==> config.mk <==
export PLATFORM = sky130hd
export DESIGN_NAME = pc_unit
export DESIGN_NICKNAME = d
export VERILOG_FILES = /design/src/rtl/pc_unit.sv
export SDC_FILE = /design/constraint.sdc
export NUM_CORES = 1
export LEC_CHECK = 0
export CORE_MARGIN = 2
export CORE_UTILIZATION = 27
export DETAILED_ROUTE_END_ITERATION = 8
export DONT_BUFFER_PORTS = 1
export GPL_TIMING_DRIVEN = 1
export PLACE_DENSITY_LB_ADDON = 0.2
export SYNTH_ARGS = -nofsm -noshare
export SYNTH_HDL_FRONTEND = slang
export SYNTH_SLANG_ARGS = --single-unit
==> constraint.sdc <==
create_clock -name clk -period 2.9 [get_ports clk]
set_input_delay 0.58 -clock clk [delete_from_list [all_inputs] [get_ports clk]]
set_output_delay 0.58 -clock clk [all_outputs]
set_load 0.02 [all_outputs]
==> src/rtl/pc_unit.sv <==
// pc_unit: program counter for the MIPS fetch path.
// Holds the PC and selects the next PC by priority:
// exception, eret, ret, jump, branch, then sequential.
// Every loaded address is masked to the implemented address space.
// A small circular return-address stack serves call/ret.
// A two-state RUN/EXC machine holds the exception PC.
module pc_unit #(
    parameter int             N            = 32,
    parameter int             ADDR_BITS    = 20,
    parameter logic [N-1:0]   RESET_VECTOR = 32'h0000_0000,
    parameter logic [N-1:0]   EXC_VECTOR   = 32'h0000_0180,
    parameter int             RAS_DEPTH    = 4
) (
    input  logic         clk,
    input  logic         reset,
    input  logic         stall,
    input  logic         branch_taken,
    input  logic [N-1:0] branch_target,
    input  logic         jump,
    input  logic [N-1:0] jump_target,
    input  logic         call,
    input  logic         ret,
    input  logic         exception,
    input  logic         eret,
    output logic [N-1:0] PCValue,
    output logic [N-1:0] EPCValue,
    output logic         in_exception,
    output logic         ras_empty,
    output logic         ras_full
);

    localparam int PTR_W = (RAS_DEPTH > 1) ? $clog2(RAS_DEPTH) : 1;
    localparam int CNT_W = PTR_W + 1;

    // Builds the mask of implemented address bits; upper bits read as zero.
    function automatic logic [N-1:0] build_mask();
        logic [N-1:0] m;
        m = '0;
        for (int i = 0; i < N; i++) begin
            m[i] = (i < ADDR_BITS) ? 1'b1 : 1'b0;
        end
        return m;
    endfunction

    localparam logic [N-1:0]     ADDR_MASK  = build_mask();
    localparam logic [N-1:0]     PC_STEP    = N'(4);
    localparam logic [PTR_W-1:0] PTR_ONE    = PTR_W'(1);
    localparam logic [CNT_W-1:0] CNT_ONE    = CNT_W'(1);
    localparam logic [CNT_W-1:0] CNT_FULL   = CNT_W'(RAS_DEPTH);
    localparam logic [N-1:0]     RST_PC     = RESET_VECTOR & ADDR_MASK;
    localparam logic [N-1:0]     EXC_PC     = EXC_VECTOR & ADDR_MASK;

    // Confines an address to the implemented address space.
    function automatic logic [N-1:0] mask_addr(input logic [N-1:0] a);
        return a & ADDR_MASK;
    endfunction

    typedef enum logic [0:0] {
        ST_RUN = 1'b0,
        ST_EXC = 1'b1
    } exc_state_t;

    // Registered state
    exc_state_t       r_state;
    logic [N-1:0]     r_pc;
    logic [N-1:0]     r_epc;
    logic [N-1:0]     r_ras [RAS_DEPTH];
    logic [PTR_W-1:0] r_ras_ptr;   // index of the current top entry
    logic [CNT_W-1:0] r_ras_cnt;   // number of valid entries

    // Combinational next-state signals
    exc_state_t       w_state_next;
    logic [N-1:0]     w_pc_next;
    logic [N-1:0]     w_epc_next;
    logic             w_push;
    logic             w_pop;
    logic             w_exc_take;
    logic             w_eret_take;
    logic             w_ras_empty;
    logic             w_ras_full;
    logic [N-1:0]     w_pc_seq;
    logic [N-1:0]     w_ras_top;
    logic [PTR_W-1:0] w_ptr_inc;
    logic [PTR_W-1:0] w_ptr_dec;

    // Qualified requests and shared helper values derived from registered state.
    always_comb begin
        w_exc_take  = exception && (r_state == ST_RUN);
        w_eret_take = eret && (r_state == ST_EXC) && !stall;
        w_ras_empty = (r_ras_cnt == '0);
        w_ras_full  = (r_ras_cnt == CNT_FULL);
        w_pc_seq    = mask_addr(r_pc + PC_STEP);
        w_ras_top   = r_ras[r_ras_ptr];
        w_ptr_inc   = r_ras_ptr + PTR_ONE;
        w_ptr_dec   = r_ras_ptr - PTR_ONE;
    end

    // Next-PC priority selection, exception FSM transitions and RAS requests.
    always_comb begin
        w_pc_next    = r_pc;
        w_epc_next   = r_epc;
        w_state_next = r_state;
        w_push       = 1'b0;
        w_pop        = 1'b0;
        if (w_exc_take) begin
            // A trap is taken even while stalled and suppresses call/ret.
            w_pc_next    = EXC_PC;
            w_epc_next   = r_pc;
            w_state_next = ST_EXC;
        end else if (stall) begin
            w_pc_next    = r_pc;
        end else if (w_eret_take) begin
            w_pc_next    = r_epc;
            w_state_next = ST_RUN;
        end else begin
            w_push = call;
            w_pop  = ret;
            if (ret) begin
                if (w_ras_empty) begin
                    w_pc_next = mask_addr(jump_target);
                end else begin
                    w_pc_next = w_ras_top;
                end
            end else if (jump) begin
                w_pc_next = mask_addr(jump_target);
            end else if (branch_taken) begin
                w_pc_next = mask_addr(branch_target);
            end else begin
                w_pc_next = w_pc_seq;
            end
        end
    end

    // PC, EPC and exception-state registers.
    always_ff @(posedge clk or negedge reset) begin
        if (!reset) begin
            r_pc    <= RST_PC;
            r_epc   <= '0;
            r_state <= ST_RUN;
        end else begin
            r_pc    <= w_pc_next;
            r_epc   <= w_epc_next;
            r_state <= w_state_next;
        end
    end

    // Return-address stack: circular storage, pointer and occupancy count.
    always_ff @(posedge clk or negedge reset) begin
        if (!reset) begin
            r_ras_ptr <= '0;
            r_ras_cnt <= '0;
            for (int i = 0; i < RAS_DEPTH; i++) begin
                r_ras[i] <= '0;
            end
        end else begin
            case ({w_push, w_pop})
                2'b10: begin
                    // Push; when full, the slot after the top is the oldest entry.
                    r_ras_ptr        <= w_ptr_inc;
                    r_ras[w_ptr_inc] <= w_pc_seq;
                    if (w_ras_full) begin
                        r_ras_cnt <= r_ras_cnt;
                    end else begin
                        r_ras_cnt <= r_ras_cnt + CNT_ONE;
                    end
                end
                2'b01: begin
                    if (!w_ras_empty) begin
                        r_ras_ptr <= w_ptr_dec;
                        r_ras_cnt <= r_ras_cnt - CNT_ONE;
                    end else begin
                        r_ras_cnt <= r_ras_cnt;
                    end
                end
                2'b11: begin
                    // Pop then push: the top is replaced in place.
                    if (!w_ras_empty) begin
                        r_ras[r_ras_ptr] <= w_pc_seq;
                    end else begin
                        r_ras_ptr        <= w_ptr_inc;
                        r_ras[w_ptr_inc] <= w_pc_seq;
                        r_ras_cnt        <= CNT_ONE;
                    end
                end
                default: begin
                    r_ras_cnt <= r_ras_cnt;
                end
            endcase
        end
    end

    assign PCValue      = r_pc;
    assign EPCValue     = r_epc;
    assign in_exception = (r_state == ST_EXC);
    assign ras_empty    = (r_ras_cnt == '0);
    assign ras_full     = (r_ras_cnt == CNT_FULL);

endmodule

==> parameters.txt, run 1 <==
Parameter                              Value

CTS
  Post-cts resize count    0
  Clock-pin slew on the worst setup and hold paths    ~0.070 ns
  CTS Buf Count    17
  TritonCTS clock tree    yes
  Clock latency at the later pin of the worst-skew pair    between 0.4 and 0.5 ns
  Number of buffers added for setup after CTS    0
  Cell chosen for the clock root    sky130_fd_sc_hd__clkbuf_16
  Maximum buffer depth of the clock tree    2
  Number of H-tree levels    4
  Clk sink count    198

Synth
  Post-synthesis share of cell area spent on and, or, nand and nor gates    0.180
  Total standard cell area after synthesis    slightly below 10,000 sq um
  Gate Count Post-Synth    between 900 and 1,000
  Number of storage elements in the synthesis netlist    198
  Library cell with the highest instance count after synthesis    sky130_fd_sc_hd__dfrtp_1
  Total nets after synthesis    between 1,000 and 1,500
  Most used standard cells in the synthesized netlist    sky130_fd_sc_hd__dfrtp_1, sky130_fd_sc_hd__nand2_1, sky130_fd_sc_hd__nor2_1, sky130_fd_sc_hd__a21oi_1, sky130_fd_sc_hd__nor2b_1
  Adder-cell area share of the yosys netlist    0.00778
  Yosys warns    0
  Fraction of synthesized cell area in xor and xnor cells    0.0163
  Portion of netlist area occupied by mux cells    0.109
  Compound-gate portion of the synthesized area    0.128
  Main combinational cell family by area after synthesis    simple AND/OR/NAND/NOR gates
  Unique masters post-synth    between 60 and 70
  Top area cells in the synthesized netlist    sky130_fd_sc_hd__dfrtp_1, sky130_fd_sc_hd__mux4_2, sky130_fd_sc_hd__nand2_1
  Async set-or-reset flop fraction in the synthesized netlist    1.00
  Mean instance size in the synthesized netlist    about 10 sq um
  Sequential area share after synthesis    0.514
  Library cell with the largest summed area after synthesis    sky130_fd_sc_hd__dfrtp_1
  Number of synthesized flops with an enable pin    0
  Most used DFF post-synth    sky130_fd_sc_hd__dfrtp_1
  Share of the synthesized area in the top cell type    0.514

Critical path
  Cell-by-cell trace of the critical path    or3_1 -> inv_2
  CP Launch Type    register
  Critical path fanouts, max    19
  Worst reg-to-reg path cell count    6
  Worst setup slack for register-to-register paths    around 0.52 ns
  Crit. End Element    primary output
  Crit path largest cell delay    around 0.58 ns
  Critical path data arrival time    2.03 ns
  Required time worst endpoint    between 2 and 2.5 ns
  Kind of critical path    register to primary output
  Cell with the biggest individual delay on the critical path    sky130_fd_sc_hd__or3_1

Power
  Power density normalized to cell area    roughly 900 nW/um^2
  LEAKAGE    roughly 4.7 nW
  Overall power    ~9.9 mW
  Worst ir drop on vdd    between 0.4 and 0.5 mV

Timing
  Final hold violation count    about 200
  Clock Skew    0.0104 ns
  Period minus WS final    2.61 ns
  Unrepaired setup endpoints after global routing    false
  Final setup viols    0
  Maximum clock frequency    0.384 GHz
  Number of pins with negative max-slew slack in the final report    0
  Worst hold margin    -0.141 ns
  Fin Setup TNS    0 ns
  Headroom to the max-slew limit    0.361
  Slew @ Worst Pin    0.955 ns
  Ratio of final minimum period to clock period    0.898

GRT
  Global-route congestion overflow total    0
  Pin count of the biggest net entering global routing    199
  All-layer global routing usage    0.158
  Wire length of the first global-routing pass    44,400 um
  Initial antenna violation count    0
  Via count of the first global-routing pass    approximately 7,200

Placed design
  Routability cong.    about 0.84
  IO buf count    0
  Dpl hpwl    between 20,000 and 25,000 um

Detailed routing
  Count of unresolved DRC violations after routing    0
  Via-per-instance ratio    5.07
  Number of optimization iterations in the first detailed-route pass    5
  Final WL    ~29,000 um
  Wire length per cell    approximately 21 um
  Initial drt markers    420
  Vias    slightly above 7,000
  Post-route antenna net violation count    0

Hold path
  Tightest Hold Check Type    input port to async pin

Status
  Violations in the final reports    negative hold slack
  Run status    finished with violations

Cells and area
  Total number of nets in the final design    roughly 1,000
  Area growth from synthesis to layout    11.6%
  Final antenna diode count    0
  Proportion of layout cells with a drive suffix above 1    0.151

Die
  Starting Density    0.272
  Top-level I/O count    140
  Overall die height    193 um
  Core Footprint    roughly 35,000 sq um
  FP Rows    69
  Total Die Area    between 30,000 and 40,000 sq um
  Width of the die    193 um

Job
  # Max-Cap Violations    0
critical path, delay by kind of cell (launching register included):
kind	cells	cell delay (ns)
AND/OR/NAND/NOR	1	0.58
flip-flops	1	0.48
buffers and inverters	1	0.50
sequential cells by signal, summed over array words and instances (netlist names):
register and count:
r_ras_ptr 2, in_exception 1, r_ras 128, EPCValue 32, r_ras_cnt 3, PCValue 32
cell usage in the layout (no fill, tap or decap), types with 8 or more instances in the layout:
| cell | synthesis | routed |
|---|---|---|
| sky130_fd_sc_hd__a21oi_1 | 80 | 76 |
| sky130_fd_sc_hd__a221oi_1 | 16 | 16 |
| sky130_fd_sc_hd__buf_4 | 10 | 32 |
| sky130_fd_sc_hd__clkbuf_16 | 0 | 17 |
| sky130_fd_sc_hd__dfrtp_1 | 198 | 197 |
| sky130_fd_sc_hd__inv_1 | 19 | 19 |
| sky130_fd_sc_hd__mux2_2 | 20 | 20 |
| sky130_fd_sc_hd__mux2i_1 | 9 | 9 |
| sky130_fd_sc_hd__mux4_2 | 32 | 32 |
| sky130_fd_sc_hd__nand2_1 | 153 | 153 |
| sky130_fd_sc_hd__nand3_1 | 20 | 20 |
| sky130_fd_sc_hd__nor2_1 | 102 | 102 |
| sky130_fd_sc_hd__nor2b_1 | 52 | 51 |
| sky130_fd_sc_hd__nor3_1 | 18 | 18 |
| sky130_fd_sc_hd__o21ai_0 | 25 | 25 |
| sky130_fd_sc_hd__o22ai_1 | 8 | 8 |
| sky130_fd_sc_hd__xnor2_1 | 11 | 11 |
layout make-up:
| class | count | area (sq um) |
|---|---|---|
| clock inverters | 15 | 121 |
| multi-input cells | 655 | 4310 |
| inverters | 21 | 78.8 |
| flip-flops and latches | 198 | 4960 |
| clock buffers | 17 | 425 |
| fillers | 3663 | 24600 |
| well taps | 461 | 577 |
| repair buffers | 35 | 300 |
routing by layer:
metal  up-vias  track usage  wire [um]
met5         -            0          0
met4         0       0.0495        557
met1      3635        0.221      13700
met2       175        0.249      13700
met3        26       0.0297       1410
li1       3272            -          -
final timing paths:
kind,startpoint,end
min in group clk,call,r_ras_ptr[1]
worst min-delay path,reset,r_ras[93]
worst min register to register,r_ras[24],r_ras[24]
worst max register to register,in_exception,r_ras[77]
max in group asynchronous,reset,EPCValue[5]
worst max-delay path,r_ras_cnt[1],ras_empty
kinds of logic (layout without fill, tap and decap cells):
family                   count (synthesis)  count (layout)
multiplexers                            62              62
XOR/XNOR                                18              18
AND/OR/NAND/NOR                        378             378
flip-flops                             198             198
buffers and inverters                   93              88
adder cells (fa/ha/maj)                  6               6
AO/OA/AOI/OAI                          191             191
per-stage QoR:
step	worst slack (ns)	util	hold slack [ns]	std cells	cell area, sq um
floorplan	0.679	-	0.284	946	9640
global placement	0.472	0.289	0.309	1370	10200
detailed placement	0.442	0.289	0.308	1370	10200
CTS	0.302	0.304	-0.164	1402	10800
global route	0.242	0.304	-0.175	1402	10800
finish	0.295	0.304	-0.141	1402	10800
power breakdown:
group	internal, mW	total [mW]	switching, mW
Combinational	1.40	3.02	1.63
Sequential	3.57	4.58	1.01
Clock	1.12	2.27	1.15
Total	6.09	9.88	3.78
(Power assumes the default switching activity.)
==> inputs of run 2 (changes only) <==
--- a/config.mk
+++ b/config.mk
@@ -5,12 +5,15 @@
 export SDC_FILE = /design/constraint.sdc
 export NUM_CORES = 1
 export LEC_CHECK = 0
+export CELL_PAD_IN_SITES_DETAIL_PLACEMENT = 2
+export CELL_PAD_IN_SITES_GLOBAL_PLACEMENT = 2
 export CORE_MARGIN = 2
 export CORE_UTILIZATION = 27
 export DETAILED_ROUTE_END_ITERATION = 8
 export DONT_BUFFER_PORTS = 1
 export GPL_TIMING_DRIVEN = 1
 export PLACE_DENSITY_LB_ADDON = 0.2
+export SETUP_SLACK_MARGIN = 0.05
 export SYNTH_ARGS = -nofsm -noshare
 export SYNTH_HDL_FRONTEND = slang
 export SYNTH_SLANG_ARGS = --single-unit
==> run 2 against run 1 <==
Critical path type unchanged. Cell area grew 0.58%. Setup slack gained 0.0042 ns. Die area is the same. Worst hold slack lost 0.0073 ns. The run still ends with negative hold slack left. Wire length grew 13%. Maximum frequency grew 0.16%. Non-clock buffer count grew 3. Utilization grew 0.18 points. Register-to-register slack lost 0.04 ns. Highest routed layer unchanged.
==> parameters.txt, run 2 (synthesis gave the netlist of run 1 again) <==
Parameter                              Value

Detailed routing
  Post-route antenna net violation count    0 (unchanged)
  Vias    7,360 (was 7,108)
  Final WL    33,300 um (was 29,400 um)
  Number of optimization iterations in the first detailed-route pass    4 (was 5)
  Count of unresolved DRC violations after routing    0 (unchanged)
  Wire length per cell    23.7 um (was 20.9 um)
  Via-per-instance ratio    5.23 (was 5.07)
  Initial drt markers    369 (was 420)

GRT
  Initial antenna violation count    0 (unchanged)
  Via count of the first global-routing pass    7,855 (was 7,200)
  Pin count of the biggest net entering global routing    199 (unchanged)
  Global-route congestion overflow total    0 (unchanged)
  All-layer global routing usage    0.183 (was 0.158)
  Wire length of the first global-routing pass    50,700 um (was 44,400 um)

Placed design
  IO buf count    0 (unchanged)
  Cell area after placement    10,300 sq um (was 10,200 sq um)
  Inst Count DP    1,373 (was 1,370)
  Dpl hpwl    22,800 um (was 20,200 um)
  Routability cong.    0.778 (was 0.836)

Timing
  Unrepaired setup endpoints after global routing    false (unchanged)
  Final setup viols    0 (unchanged)
  Maximum clock frequency    0.384 GHz (about the same)
  Fin Setup TNS    0 ns (unchanged)
  Headroom to the max-slew limit    0.205 (was 0.361)
  Worst hold margin    -0.148 ns (was -0.141 ns)
  Ratio of final minimum period to clock period    0.897 (was 0.898)
  Final hold violation count    198 (unchanged)
  Clock Skew    0.0143 ns (was 0.0104 ns)
  Slew @ Worst Pin    1.19 ns (was 0.955 ns)
  Number of pins with negative max-slew slack in the final report    0 (unchanged)
  Period minus WS final    2.60 ns (was 2.61 ns)

Critical path
  Required time worst endpoint    2.32 ns (about the same)
  Buffering stage count on the worst path with inverters included    1 (unchanged)
  Crit path to    ras_empty (unchanged)
  Worst setup slack for register-to-register paths    0.48 ns (was 0.52 ns)
  Cell family contributing the most delay on the critical path    simple AND/OR/NAND/NOR gates (unchanged)
  Critical path fanouts, max    19 (unchanged)
  Crit. End Element    primary output (unchanged)
  Worst reg-to-reg path cell count    5 (was 6)
  Startpoint of the lowest-slack register-to-register path    PCValue[11] (was in_exception)
  Endpoint of the worst register-to-register path    r_ras[49] (was r_ras[77])
  CP Launch Type    register (unchanged)
  Critical path data arrival time    2.02 ns (was 2.03 ns)
  Cell-by-cell trace of the critical path    or3_1 -> inv_2 (unchanged)
  Crit path largest cell delay    0.57 ns (was 0.58 ns)
  Cell with the biggest individual delay on the critical path    sky130_fd_sc_hd__or3_1 (unchanged)
  CP startpoint    r_ras_cnt[1] (unchanged)
  Kind of critical path    register to primary output (unchanged)
  Crit. path cell count    2 (unchanged)

Cells and area
  Filler cell count    3,861 (was 3,663)
  Area growth from synthesis to layout    12.3% (was 11.6%)
  Total number of nets in the final design    1,010 (was 1,007)
  Cell area after layout    10,800 sq um (about the same)
  Largest register FFs    128 (unchanged)
  Final cell count without fillers    1,406 (was 1,402)
  Most used cells in the layout excluding fill and tap cells    sky130_fd_sc_hd__dfrtp_1, sky130_fd_sc_hd__nand2_1, sky130_fd_sc_hd__nor2_1 (unchanged)
  Biggest register    r_ras (unchanged)
  Leading cell type in the layout, fill and taps excluded    sky130_fd_sc_hd__dfrtp_1 (unchanged)
  Proportion of layout cells with a drive suffix above 1    0.153 (was 0.151)

Status
  Violations in the final reports    negative hold slack (unchanged)
  Run status    finished with violations (unchanged)

CTS
  Post-cts resize count    0 (unchanged)
  Clk sink count    198 (unchanged)
  Maximum buffer depth of the clock tree    2 (unchanged)
  CTS Buf Count    17 (unchanged)
  Clock latency at the later pin of the worst-skew pair    0.45 ns (was 0.44 ns)
  Clock-pin slew on the worst setup and hold paths    0.08 ns (was 0.07 ns)
  Cell chosen for the clock root    sky130_fd_sc_hd__clkbuf_16 (unchanged)
  Number of buffers added for setup after CTS    0 (unchanged)
  Number of H-tree levels    4 (unchanged)
  TritonCTS clock tree    yes (unchanged)

Die
  Overall die height    193 um (unchanged)
  Core Footprint    35,400 sq um (unchanged)
  Total Die Area    37,200 sq um (unchanged)
  Starting Density    0.272 (unchanged)
  FP Rows    69 (unchanged)
  Width of the die    193 um (unchanged)
  Top-level I/O count    140 (unchanged)

Power
  LEAKAGE    4.74 nW (was 4.72 nW)
  Switch Pwr    4.04 mW (was 3.78 mW)
  Worst ir drop on vdd    0.434 mV (was 0.412 mV)
  Power share of the sequential group    0.447 (was 0.464)
  Power density normalized to cell area    947 nW/um^2 (was 918 nW/um^2)
  Internal Dissipation    6.22 mW (was 6.09 mW)
  Fraction of power consumed by the clock network    0.234 (was 0.230)
  Fraction of power spent switching nets    0.394 (was 0.383)
  Combinational fraction of design power    0.320 (was 0.306)
  Overall power    10.3 mW (was 9.88 mW)

Hold path
  Tightest Hold Check Type    input port to async pin (unchanged)

Job
  # Max-Cap Violations    0 (unchanged)
-- run 2: changes by cell type in the layout (fill, tap and decap cells not counted) --
cell	change
sky130_fd_sc_hd__bufinv_16	+1
sky130_fd_sc_hd__inv_8	+3
sky130_fd_sc_hd__buf_12	+1
sky130_fd_sc_hd__clkbuf_1	+1
sky130_fd_sc_hd__buf_4	+2
sky130_fd_sc_hd__diode_2	+1
sky130_fd_sc_hd__inv_6	-5
sky130_fd_sc_hd__clkinvlp_4	-1
sky130_fd_sc_hd__clkinv_4	+1
-- run 2: worst min path at each step --
stage,to,depth (start not counted)
floorplan,EPCValue[0],0
global placement,r_ras[57],0
detailed placement,r_ras[121],0
CTS,EPCValue[27],0
global route,r_ras[121],0
finish,r_ras[121],0
-- run 2: cell type report --
type	count	area (sq um)	area share
Multi-Input combinational cell	655	4310	0.398
Inverter	21	78.8	0.00728
Antenna cell	1	2.50	0.000231
Clock buffer	18	429	0.0396
Tap cell	461	577	0.0533
Timing Repair Buffer	38	335	0.0310
Sequential cell	198	4960	0.458
Clock inverter	14	143	0.0132
-- run 2: per-stage QoR --
step	setup WS, ns	util
after floorplan	0.679	-
after global placement	0.560	0.290
after detailed placement	0.568	0.290
after CTS	0.264	0.306
after global routing	0.192	0.306
final	0.299	0.306
-- run 2: layer usage --
layer | track usage | routed length (um) | share of wire
met1 | 0.268 | 16200 | 0.49
met2 | 0.279 | 15300 | 0.46
met3 | 0.0306 | 1410 | 0.042
met4 | 0.0522 | 444 | 0.013
met5 | 0 | 0 | 0
-- run 2: power by group through the flow --
stage	Clock (mW)	Sequential, mW	Combinational, mW
6_report	2.39	4.58	3.28
5_1_grt	2.58	4.74	3.66
3_5_place_dp	0	4.65	3.31
4_1_cts	2.50	4.60	3.33
2_1_floorplan	0	4.38	2.33
3_3_place_gp	0	4.64	3.23
